===== src/rtl/ddr3_ctrl_pkg.sv =====
// Shared types for the DDR3 read/write burst controller.
package ddr3_ctrl_pkg;

    typedef enum logic [1:0] {
        IDLE  = 2'd0,
        ARB   = 2'd1,
        WRITE = 2'd2,
        READ  = 2'd3
    } state_t;

    function automatic int ch_width(input int n);
        return (n > 1) ? $clog2(n) : 1;
    endfunction

endpackage


===== src/rtl/rr_arbiter.sv =====
// Round-robin index picker: first requester strictly after 'last', wrapping.
module rr_arbiter
    import ddr3_ctrl_pkg::*;
#(
    parameter  int N = 2,
    localparam int W = ch_width(N)
) (
    input  logic [N-1:0] req,
    input  logic [W-1:0] last,
    output logic [W-1:0] grant,
    output logic         valid
);

    // Descending scan so the closest channel after 'last' is the one left standing.
    always_comb begin
        grant = last;
        valid = 1'b0;
        for (int i = N; i >= 1; i--) begin
            if (req[(int'(last) + i) % N]) begin
                grant = W'((int'(last) + i) % N);
                valid = 1'b1;
            end
        end
    end

endmodule


===== src/rtl/ddr3_mc_rw_ctrl.sv =====
// Multi-channel DDR3 burst scheduler: writes before reads, round-robin within each class.
// Define DDR3_PINGPANG_EN to substitute a per-channel page bit at address bit PAGE_BIT.
module ddr3_mc_rw_ctrl
    import ddr3_ctrl_pkg::*;
#(
    parameter  int CH_NUM   = 2,
    parameter  int ADDR_W   = 28,
    parameter  int LEN_W    = 10,
    parameter  int CNT_W    = 11,
    parameter  int PAGE_BIT = 24,
    localparam int CH_W     = ch_width(CH_NUM)
) (
    input  logic                     clk,
    input  logic                     rst_n,
    input  logic                     ddr3_init_done,
    input  logic [CH_NUM*ADDR_W-1:0] wd_addr_min,
    input  logic [CH_NUM*ADDR_W-1:0] wd_addr_max,
    input  logic [CH_NUM*ADDR_W-1:0] rd_addr_min,
    input  logic [CH_NUM*ADDR_W-1:0] rd_addr_max,
    input  logic [LEN_W-1:0]         wd_burst_len,
    input  logic [LEN_W-1:0]         rd_burst_len,
    input  logic [CH_NUM*CNT_W-1:0]  wfifo_rcount,
    input  logic [CH_NUM*CNT_W-1:0]  rfifo_wcount,
    input  logic [CH_NUM-1:0]        wr_load,
    input  logic [CH_NUM-1:0]        rd_load,
    input  logic                     wd_finish,
    input  logic                     rd_finish,
    output logic                     wd_req,
    output logic                     rd_req,
    output logic [ADDR_W-1:0]        wd_addr,
    output logic [ADDR_W-1:0]        rd_addr,
    output logic [LEN_W-1:0]         wd_len,
    output logic [LEN_W-1:0]         rd_len,
    output logic [CH_W-1:0]          wd_ch,
    output logic [CH_W-1:0]          rd_ch,
    output logic [CH_NUM-1:0]        frame_done
);

    if (CH_NUM < 1 || CH_NUM > 4 || PAGE_BIT >= ADDR_W) begin : g_bad_cfg
        $error("ddr3_mc_rw_ctrl: unsupported parameter set");
    end

    state_t state, state_nxt;
    logic [CH_W-1:0] wch, rch, w_last, r_last, w_gnt, r_gnt;
    logic            w_vld, r_vld, w_take, r_take, w_done, r_done;
    logic [CH_NUM-1:0] w_elig, r_elig, w_wrap, r_wrap;
    logic [CH_NUM-1:0][ADDR_W-1:0] wa_out, ra_out;

    rr_arbiter #(.N(CH_NUM)) u_warb (.req(w_elig), .last(w_last), .grant(w_gnt), .valid(w_vld));
    rr_arbiter #(.N(CH_NUM)) u_rarb (.req(r_elig), .last(r_last), .grant(r_gnt), .valid(r_vld));

    always_ff @(posedge clk or negedge rst_n) begin
        if (!rst_n) state <= IDLE;
        else        state <= state_nxt;
    end

    always_comb begin
        state_nxt = state;
        w_take    = 1'b0;
        r_take    = 1'b0;
        w_done    = 1'b0;
        r_done    = 1'b0;
        case (state)
            IDLE:  if (ddr3_init_done) state_nxt = ARB;
            ARB: begin
                if (w_vld) begin
                    state_nxt = WRITE;
                    w_take    = 1'b1;
                end else if (r_vld) begin
                    state_nxt = READ;
                    r_take    = 1'b1;
                end
            end
            WRITE: if (wd_finish) begin
                state_nxt = ARB;
                w_done    = 1'b1;
            end
            READ:  if (rd_finish) begin
                state_nxt = ARB;
                r_done    = 1'b1;
            end
            default: state_nxt = IDLE;
        endcase
    end

    always_ff @(posedge clk or negedge rst_n) begin
        if (!rst_n) begin
            wch        <= '0;
            rch        <= '0;
            w_last     <= CH_W'(CH_NUM - 1);
            r_last     <= CH_W'(CH_NUM - 1);
            wd_req     <= 1'b0;
            rd_req     <= 1'b0;
            wd_addr    <= '0;
            rd_addr    <= '0;
            wd_len     <= '0;
            rd_len     <= '0;
            wd_ch      <= '0;
            rd_ch      <= '0;
            frame_done <= '0;
        end else begin
            frame_done <= '0;
            if (w_take) begin
                wch    <= w_gnt;
                w_last <= w_gnt;
            end
            if (r_take) begin
                rch    <= r_gnt;
                r_last <= r_gnt;
            end
            // Request drops on the same edge that samples finish.
            wd_req <= (state == WRITE) && !wd_finish;
            rd_req <= (state == READ) && !rd_finish;
            if (state == WRITE) begin
                wd_addr <= wa_out[wch];
                wd_len  <= wd_burst_len;
                wd_ch   <= wch;
            end
            if (state == READ) begin
                rd_addr <= ra_out[rch];
                rd_len  <= rd_burst_len;
                rd_ch   <= rch;
            end
            if (w_done) frame_done[wch] <= w_wrap[wch];
        end
    end

    for (genvar k = 0; k < CH_NUM; k++) begin : g_ch
        // Addresses are held as offsets from min so reset needs no dynamic load value.
        logic [ADDR_W-1:0] w_off, r_off, wa_cur, ra_cur;
        logic [ADDR_W:0]   w_sum, r_sum;
        logic [2:0]        wl_sync, rl_sync;
        logic              wl_edge, rl_edge, wl_pend, rl_pend, rd_seen;

        assign wl_edge   = wl_sync[1] & ~wl_sync[2];
        assign rl_edge   = rl_sync[1] & ~rl_sync[2];
        assign wa_cur    = wd_addr_min[k*ADDR_W +: ADDR_W] + w_off;
        assign ra_cur    = rd_addr_min[k*ADDR_W +: ADDR_W] + r_off;
        assign w_sum     = {1'b0, wa_cur} + (ADDR_W+1)'(wd_burst_len);
        assign r_sum     = {1'b0, ra_cur} + (ADDR_W+1)'(rd_burst_len);
        assign w_wrap[k] = w_sum >= {1'b0, wd_addr_max[k*ADDR_W +: ADDR_W]};
        assign r_wrap[k] = r_sum >= {1'b0, rd_addr_max[k*ADDR_W +: ADDR_W]};
        assign w_elig[k] = 32'(wfifo_rcount[k*CNT_W +: CNT_W]) >= 32'(wd_burst_len);
        assign r_elig[k] = rd_seen && (32'(rfifo_wcount[k*CNT_W +: CNT_W]) < 32'(rd_burst_len));

        always_ff @(posedge clk or negedge rst_n) begin
            if (!rst_n) begin
                w_off   <= '0;
                r_off   <= '0;
                wl_sync <= '0;
                rl_sync <= '0;
                wl_pend <= 1'b0;
                rl_pend <= 1'b0;
                rd_seen <= 1'b0;
            end else begin
                wl_sync <= {wl_sync[1:0], wr_load[k]};
                rl_sync <= {rl_sync[1:0], rd_load[k]};
                if (rl_edge) rd_seen <= 1'b1;
                // Loads wait for ARB, so an in-flight burst advances first and is then overridden.
                if (state == ARB && (wl_pend || wl_edge)) begin
                    w_off   <= '0;
                    wl_pend <= 1'b0;
                end else begin
                    if (wl_edge) wl_pend <= 1'b1;
                    if (w_done && wch == CH_W'(k))
                        w_off <= w_wrap[k] ? '0 : w_off + ADDR_W'(wd_burst_len);
                end
                if (state == ARB && (rl_pend || rl_edge)) begin
                    r_off   <= '0;
                    rl_pend <= 1'b0;
                end else begin
                    if (rl_edge) rl_pend <= 1'b1;
                    if (r_done && rch == CH_W'(k))
                        r_off <= r_wrap[k] ? '0 : r_off + ADDR_W'(rd_burst_len);
                end
            end
        end

`ifdef DDR3_PINGPANG_EN
        logic wpage, rpage;

        always_ff @(posedge clk or negedge rst_n) begin
            if (!rst_n) begin
                wpage <= 1'b0;
                rpage <= 1'b0;
            end else begin
                if (w_done && wch == CH_W'(k) && w_wrap[k]) wpage <= ~wpage;
                // Reader takes the page the writer is not filling.
                if (rl_edge) rpage <= ~wpage;
            end
        end

        always_comb begin
            wa_out[k]           = wa_cur;
            wa_out[k][PAGE_BIT] = wpage;
            ra_out[k]           = ra_cur;
            ra_out[k][PAGE_BIT] = rpage;
        end
`else
        assign wa_out[k] = wa_cur;
        assign ra_out[k] = ra_cur;
`endif
    end

endmodule

===== config.mk =====
export PLATFORM = sky130hd
export DESIGN_NAME = ddr3_mc_rw_ctrl
export DESIGN_NICKNAME = d
export VERILOG_FILES = /design/src/rtl/ddr3_ctrl_pkg.sv /design/src/rtl/rr_arbiter.sv /design/src/rtl/ddr3_mc_rw_ctrl.sv
export SDC_FILE = /design/constraint.sdc
export NUM_CORES = 1
export LEC_CHECK = 0
export CAP_MARGIN = 20
export CORE_MARGIN = 3
export CORE_UTILIZATION = 45
export CTS_CLUSTER_SIZE = 16
export DETAILED_ROUTE_END_ITERATION = 10
export GPL_TIMING_DRIVEN = 0
export MAX_ROUTING_LAYER = met4
export PLACE_DENSITY = 0.8
export SYNTH_ARGS = -nofsm -noshare
export SYNTH_HDL_FRONTEND = slang
export SYNTH_HIERARCHICAL = 1
export SYNTH_SLANG_ARGS = --single-unit
export TNS_END_PERCENT = 5

===== constraint.sdc =====
create_clock -name clk -period 11.1 [get_ports clk]
set_clock_uncertainty 0.1 [all_clocks]
set_input_delay 2.22 -clock clk [delete_from_list [all_inputs] [get_ports clk]]
set_output_delay 2.22 -clock clk [all_outputs]
set_load 0.03 [all_outputs]

* Yosys cells after proc, flatten, opt, wreduce, memory -nomap -nowiden
Index checks and enable logic that the tools add are counted.
** Storage, ports and cells
- Register bits :: 218
- Bits of input ports :: 297
- Word-level logic and storage cells :: 174
- Output and inout bits :: 82
** Operators by class
- Equal/unequal tests :: 7
- Order comparisons :: 15
- Multiplexer cells :: 64
- $add $sub $neg :: 16
- Bitwise gates (word level) :: 15
- Reductions and logical operators :: 29
** Operators by type and width (count)
- 28-bit two-way mux :: 16
- 28-bit by 10-bit adder with 29-bit output :: 4
- 29-bit by 28-bit >= comparator with 1-bit output :: 4
- 28-bit by 10-bit adder with 28-bit output :: 4
- 28-bit adder :: 4
- 1-bit two-way mux :: 40
- 11-bit by 10-bit >= comparator with 1-bit output :: 2
- 11-bit by 10-bit less-than comparator with 1-bit output :: 2
- 2-bit nonzero test :: 8
- 1-bit logical AND :: 13
- 2-bit by 3-bit less-than comparator with 1-bit output, second input constant :: 4
- 2-bit two-way mux :: 6
- 2-bit case mux with 4 select lines :: 1
- 2-bit != test, second input constant :: 3
- 1-bit NOT :: 6
- 1-bit adder, second input constant :: 4
- 1-bit bitwise AND :: 4
- 1-bit bitwise AND, first input constant :: 4
- 2-bit equality test, second input constant :: 2
- 1-bit logical OR :: 4
- 1-bit by 2-bit less-than comparator with 1-bit output, second input constant :: 2
- 4-bit AND reduction :: 1
- 3-bit by 2-bit != test with 1-bit output, second input constant :: 1
- 2-bit bitwise AND :: 1
- 5 further kinds :: 6

* Depth between registers and ports, before layout
Gate-level depths: netlist of run 1.
- Depth after elaboration :: 10
- Depth in mapped cells :: 31
- Gate-level depth less buffers :: 29

* By module
The synthesis of run 1 kept the hierarchy.
** Modules (own cells, without submodules)
- ddr3_mc_rw_ctrl :: times used 1, area each 24474.7 µm², cells an instance 3045, seq. area each 5457.7 µm²
- rr_arbiter :: times used 2, area each 15.0 µm², cells an instance 3, seq. area each 0.0 µm²

* Least setup slack after synthesis of run 1
No wires, ideal clock.
- Kind :: in2reg
- Start :: input wd_addr_min[0]
- End :: register g_ch[0].w_off[12]
- Path buffers :: 2
- Setup time :: 0.130 ns
- Arrival time :: 7.779 ns
- Setup slack :: 3.091 ns
- Cell stages on the path :: 31
- Required time :: 10.870 ns
- Cell sequence :: ha_1 -> inv_1 -> fa_1 -> nand2b_1 -> a21oi_1 -> o21a_1 -> nor2_1 -> xnor2_1 -> ha_1 -> or2_2 -> nor3_1 -> o21ai_0 -> nor3b_1 -> o21a_1 -> o21a_1 -> o211a_1 -> nor3b_1 -> nand2_1 -> xor2_1 -> ha_1 -> nand4_1 -> or2_2 -> or4_1 -> a31o_2 -> nand2_1 -> a221o_1 -> nor2_1 -> clkbuf_1 -> clkbuf_1 -> a31oi_1 -> o32ai_1
** On the way
- Word-level cells in the longest chain between the ends :: 6
** Ends and longest elaborated chain
- start: declaration :: RTL line ddr3_mc_rw_ctrl.sv:16 : input logic [CH_NUM*ADDR_W-1:0] wd_addr_min,
- 28-bit adder :: RTL line ddr3_mc_rw_ctrl.sv:137 : assign wa_cur = wd_addr_min[k*ADDR_W +: ADDR_W] + w_off;
- 28-bit by 10-bit adder with 29-bit output :: RTL line ddr3_mc_rw_ctrl.sv:139 : assign w_sum = {1'b0, wa_cur} + (ADDR_W+1)'(wd_burst_len);
- 29-bit by 28-bit >= comparator with 1-bit output :: RTL line ddr3_mc_rw_ctrl.sv:141 : assign w_wrap[k] = w_sum >= {1'b0, wd_addr_max[k*ADDR_W +: ADDR_W]};
- 28-bit two-way mux :: RTL line ddr3_mc_rw_ctrl.sv:166 : w_off <= w_wrap[k] ? '0 : w_off + ADDR_W'(wd_burst_len);
- 28-bit two-way mux :: RTL line ddr3_mc_rw_ctrl.sv:165 : if (w_done && wch == CH_W'(k))
- 28-bit two-way mux :: RTL line ddr3_mc_rw_ctrl.sv:160 : if (state == ARB && (wl_pend || wl_edge)) begin
- end signal: assignment :: RTL line ddr3_mc_rw_ctrl.sv:166
- end: declaration :: RTL line ddr3_mc_rw_ctrl.sv:130 : logic [ADDR_W-1:0] w_off, r_off, wa_cur, ra_cur;
No other way between the ends. The select of a mux whose other input is x is not followed.
A chain may end at the register's enable or synchronous reset.

* Worst setup path in the final report of run 1
Same ends and word-level chain as after synthesis.

==> results of run 1 <==
## worst min path at each step
stage | start | to | slack [ns] | cells past startpoint
after CTS | g_ch[0].rl_sync[0] | g_ch[0].rl_sync[1] | 0.25 | 0
after floorplan | g_ch[0].rl_sync[0] | g_ch[0].rl_sync[1] | 0.23 | 0
after global placement | g_ch[1].rl_sync[0] | g_ch[1].rl_sync[1] | 0.23 | 0
after detailed placement | g_ch[0].rl_sync[0] | g_ch[0].rl_sync[1] | 0.24 | 0
final | g_ch[0].rl_sync[0] | g_ch[0].rl_sync[1] | 0.25 | 0
after global routing | g_ch[0].rl_sync[0] | g_ch[0].rl_sync[1] | 0.26 | 0
## layer usage
metal	routed length, um	global-route usage (%)
met3	6710	5.27
met5	0	-
met1	33900	34.6
met4	4260	13.3
met2	39800	49.3
## metrics by stage
stage / hold slack (ns) / cell area (um2)
after CTS: 0.254 / 30200
after detailed placement: 0.241 / 29200
after floorplan: 0.231 / 24500
after global placement: 0.235 / 29100
final: 0.250 / 30200
after global routing: 0.262 / 30200
## cell type report
cell class | instances | area [um2] | area share (%)
antenna | 1 | 2.50 | 0.00830
buffer | 108 | 439 | 1.46
clock buffer | 40 | 817 | 2.71
tap | 688 | 861 | 2.85
timing repair buffer | 380 | 3840 | 12.7
multi-input combinational | 2502 | 17800 | 58.9
sequential | 218 | 5460 | 18.1
inverter | 223 | 837 | 2.78
clock inverter | 10 | 135 | 0.448
## power by group
| group | internal (W) | total (W) | switching [W] |
|---|---|---|---|
| registers | 0.00103 | 0.00124 | 0.000210 |
| logic | 0.00172 | 0.00416 | 0.00244 |
| clock network | 0.000578 | 0.000956 | 0.000378 |
| total | 0.00333 | 0.00636 | 0.00303 |
## cell usage in the layout (no fill, tap or decap), drive strengths merged, types with 33 or more instances in the layout
| cell | Yosys | routed |
|---|---|---|
| nor3 | 66 | 66 |
| mux2i | 43 | 43 |
| nand4 | 77 | 77 |
| o21bai | 37 | 37 |
| a31oi | 81 | 81 |
| nor2 | 171 | 171 |
| inv | 223 | 223 |
| and3 | 40 | 40 |
| a21o | 111 | 111 |
| o21ai | 196 | 196 |
| xnor2 | 150 | 150 |
| nand2 | 319 | 319 |
| clkbuf | 81 | 121 |
| xor2 | 72 | 72 |
| o21a | 50 | 50 |
| nor2b | 33 | 33 |
| nand3 | 83 | 83 |
| dfrtp | 216 | 216 |
| a21oi | 218 | 218 |
| ha | 338 | 338 |
| clkdlybuf4s50 | 0 | 377 |
## state kept, by name, indices dropped and copies added (netlist names), 6 cells and up
signal / count
g_ch.wl_sync: 6
g_ch.rl_sync: 6
rd_addr: 28
rd_len: 10
g_ch.r_off: 56
wd_addr: 28
g_ch.w_off: 56
wd_len: 10
## Yosys cell counts (all sizes together) (77+ instances only)
master,instances,area [um2]
ha,338,4230
nand2,319,1200
inv,223,837
a21oi,218,1090
dfrtp,216,5410
o21ai,196,981
nor2,171,642
xnor2,150,1320
a21o,111,833
nand3,83,415
a31oi,81,507
clkbuf,81,307
nand4,77,500
## kinds of logic after synthesis
kind of cell | Yosys count
AND/OR/NAND/NOR | 947
AO/OA/AOI/OAI | 929
adder cells (fa/ha/maj) | 350
buffers and inverters | 331
XOR/XNOR | 222
flip-flops | 218
multiplexers | 54
==> run summary, run 1 <==
Post-cts resize count -> 0
Initial antenna violation count -> 1
Worst path depth -> 32
CP Max Fanout -> 10
Data arrival, critical path -> 9.80 ns
H-tree Lvls -> 1
Hpwl dp -> 69500 um
Core Box Area -> 53200 um2
Nature of the critical path endpoint -> register
Maximum capacitance violations -> 0
RSZ-0062 raised after global routing -> no
GRT Total Usage -> 29.5%
Synth warnings -> 6
Fill cell count -> 4887
Die width -> 239 um
Clock latency on the worst-skew pair -> 0.56 ns
Outcome -> finished, final reports clean
Routed wire length -> 84600 um
Post-synthesis cell count -> 3051
Mapped cell area -> 24500 um2
Final Cycle Share -> 85.3%
Capture point of the worst reg-to-reg path -> g_ch[0].w_off[12]
Placed Cells incl. Taps -> 4119
ANT nets after route -> 0
Tmin final -> 9.47 ns
# port buffers -> 378
Worst setup path endpoint -> g_ch[0].w_off[12]
Setup WS post-layout -> 1.63 ns
Vias in the first global route -> 23500
Worst Setup SP -> wd_addr_min[0]
Distinct cells, synth -> 94
Overflow after GRT -> 0
Final hold vios -> 0
Via-to-Cell Ratio -> 5.95
Internal reg-to-reg setup slack -> 3.34 ns
CTS Buffer Depth -> 3
Area growth, synth to finish -> 23.1%
Die height -> 239 um
Worst endpoint required time -> 11.43 ns
Drt first pass iters -> 6
Adder-Cell Fraction of Synth Area -> 18.2%
EDFF count, synth -> 0
First-pass GRT wire length -> 129000 um
Final setup fails -> 0
Slew @ Worst Pin -> 1.05 ns
Relative slew margins -> 29.6%
Worst r2r src -> g_ch[0].w_off[0]
Top_reg_cell synth -> dfrtp_1
Pwr per Cell Area -> 211 nW/um2
TritonCTS sink count -> 218
HP Class -> register to register
Yosys reg bits -> 218
Initial Util -> 46.1%
# nets final -> 4108
CTS tree -> yes
Max IR drop VDD -> 175 uV
Worst R2R Path Depth -> 31
Post-CTS Repair Setup Buffers -> 0
Leakage -> 13.9 nW
Synth Net Count -> 3698
Setup TNS -> 0 ns
Synth Area in XOR/XNOR -> 7.97%
Root Driver -> clkbuf_16
DP Worst Slack -> 1.33 ns
Proportion of layout cells with a drive suffix above 1 -> 3.76%
Final Total Pwr -> 0.00636 W
Final design utilization -> 56.7%
Main combinational cell family by area after synthesis -> compound AO/OA/AOI/OAI gates
Critical path buffers and inverters -> 4
Delay of the slowest critical-path stage -> 0.73 ns
Post-Layout Cell Count -> 4170
Largest net degree at the start of global routing -> 92
Critical path's slowest cell -> nor3b_1
Synth Area in Simple Gates -> 19.1%
WS Path Type -> input pin to register
FP Rows -> 84
Die area -> 57300 um2
Syn avg cell area -> 8.03 um2
Number of DRC markers in iteration 0 -> 1895
Vias -> 24800
DRC viols -> 0
Max-slew violation count -> 0
Post-CTS Hold Buffers -> 0
Largest delay share family, worst path -> simple AND/OR/NAND/NOR gates
Placer Congestion -> 0.999
Ys async rst share -> 100%
CTS clk-pin slew, worst paths -> 0.06 ns
WL per Instance -> 20.3 um
TritonCTS buffer count -> 28
Synth Area in Compound Gates -> 24.9%
Startpoint types -> input pin
Mux contribution to synthesized area -> 2.26%
Num ports -> 379
Seq/Total Area, Yosys -> 22.3%
Fmax -> 0.106 GHz
No activity file was read; power rests on OpenSTA's default activity.
==> inputs of run 2 (changes only) <==
Settings changed: CORE_MARGIN 3 to not set, DONT_BUFFER_PORTS set to 1, PLACE_DENSITY 0.8 to 0.71, TNS_END_PERCENT 5 to not set.
==> run summary, run 2 (synthesis results as in run 1) <==
Startpoint types -> input pin
HP Class -> register to register
Internal reg-to-reg setup slack -> 3.48 ns
WL per Instance -> 21.5 um
Overflow after GRT -> 0
Post-Layout Cell Count -> 3806
Final Total Pwr -> 0.00613 W
RSZ-0062 raised after global routing -> no
WS Path Type -> input pin to register
Maximum capacitance violations -> 0
Post-cts resize count -> 0
Vias in the first global route -> 21900
DRC viols -> 0
Final Cycle Share -> 79.6%
FP Rows -> 85
Die height -> 235 um
Clock latency on the worst-skew pair -> 0.60 ns
Initial antenna violation count -> 4
Worst endpoint required time -> 11.47 ns
Proportion of layout cells with a drive suffix above 1 -> 4.48%
Drt first pass iters -> 6
Max IR drop VDD -> 235 uV
Routed wire length -> 81800 um
Top flop regs -> g_ch.r_off x56, g_ch.w_off x56
Num ports -> 379
Slew @ Worst Pin -> 1.01 ns
Post-CTS Repair Setup Buffers -> 0
Die area -> 55400 um2
Internal power -> 0.00313 W
Flop pwr share -> 25.2%
Via-to-Cell Ratio -> 6.07
Setup TNS -> 0 ns
# port buffers -> 0
Post-CTS Hold Buffers -> 0
Nature of the critical path endpoint -> register
Logic pwr share -> 56.6%
Final setup fails -> 0
Outcome -> finished, final reports clean
Placer Congestion -> 1.01
Initial Util -> 45.5%
Data arrival, critical path -> 9.21 ns
Root Driver -> clkbuf_16
TritonCTS sink count -> 218
Pwr per Cell Area -> 231 nW/um2
Commonest non-fill, non-tap cell in the layout -> ha_1
Leakage -> 12.5 nW
Number of DRC markers in iteration 0 -> 1652
CTS tree -> yes
Switching pwr -> 0.00300 W
Delay of the slowest critical-path stage -> 0.71 ns
TritonCTS buffer count -> 29
ANT nets after route -> 0
GRT Total Usage -> 29.7%
Die width -> 235 um
CP Max Fanout -> 10
CTS clk-pin slew, worst paths -> 0.06 ns
Clock share of power -> 18.2%
CTS Buffer Depth -> 3
Final hold vios -> 0
Vias -> 23100
First-pass GRT wire length -> 126000 um
Area growth, synth to finish -> 8.16%
Largest net degree at the start of global routing -> 219
Relative slew margins -> 32.5%
Commonest cells after routing, fill and taps aside -> ha_1, nand2_1, inv_1
Hpwl dp -> 66500 um
Tmin final -> 8.84 ns
Core Box Area -> 53800 um2
Max-slew violation count -> 0
Placed Cells incl. Taps -> 3747
# nets final -> 3730
Fmax -> 0.113 GHz
Critical path's slowest cell -> nor3b_1
H-tree Lvls -> 1
Switching Share -> 48.9%
[run 2: final timing paths]
check                                        start                  to  cells past startpoint
worst max-delay path                wd_addr_min[0]   g_ch[0].w_off[12]                     31
worst min-delay path            g_ch[1].rl_sync[0]  g_ch[1].rl_sync[1]                      0
worst max register to register    g_ch[0].w_off[0]   g_ch[0].w_off[12]                     31
worst min register to register  g_ch[1].rl_sync[0]  g_ch[1].rl_sync[1]                      0
max in group asynchronous                    rst_n   g_ch[1].r_off[18]                      0
min in group asynchronous                    rst_n         rd_addr[19]                      0
[run 2: power groups by stage]
stage	Sequential (W)	Combinational [W]	Clock [W]
floorplan	0.00144	0.00264	0
global placement	0.00155	0.00338	0
detailed placement	0.00155	0.00342	0
CTS	0.00154	0.00344	0.00114
global route	0.00157	0.00389	0.00117
finish	0.00154	0.00347	0.00111
[run 2: stage by stage]
step                      worst slack [ns]  util (%)  hold WS (ns)  instance area [um2]
after floorplan                       3.09         -         0.231                24500
after global placement                1.82      47.2         0.237                25400
after detailed placement              1.85      47.2         0.240                25400
after CTS                             2.45      49.2         0.254                26500
after global routing                  1.78      49.3         0.258                26500
final                                 2.26      49.3         0.251                26500
[run 2: cell type report]
cell class	count	area (um2)
clock buffers	31	753
fillers	5246	27300
clock inverters	23	362
diodes	4	10.0
well taps	696	871
inverters	223	837
plain buffers	108	439
repair buffers	1	5.00
multi-input cells	2502	17800
flip-flops and latches	218	5460
[run 2: critical path: cells and delay by family]
| family | cells | cell delay [ns] |
|---|---|---|
| adders and majority gates | 4 | 1.10 |
| xor gates and xnor gates | 2 | 0.42 |
| and+or+nand+nor | 12 | 2.77 |
| buffers and inverters | 3 | 0.64 |
| AOI/OAI and AO/OA | 10 | 2.05 |
[run 2: routing by layer]
layer / global-route usage (%) / vias to the layer above / wire length [um]
met5: - / - / 0
met2: 50.8 / 835 / 39400
met3: 6.71 / 176 / 6440
li1: - / 11200 / -
met1: 33.8 / 10800 / 32500
met4: 11.5 / 0 / 3570
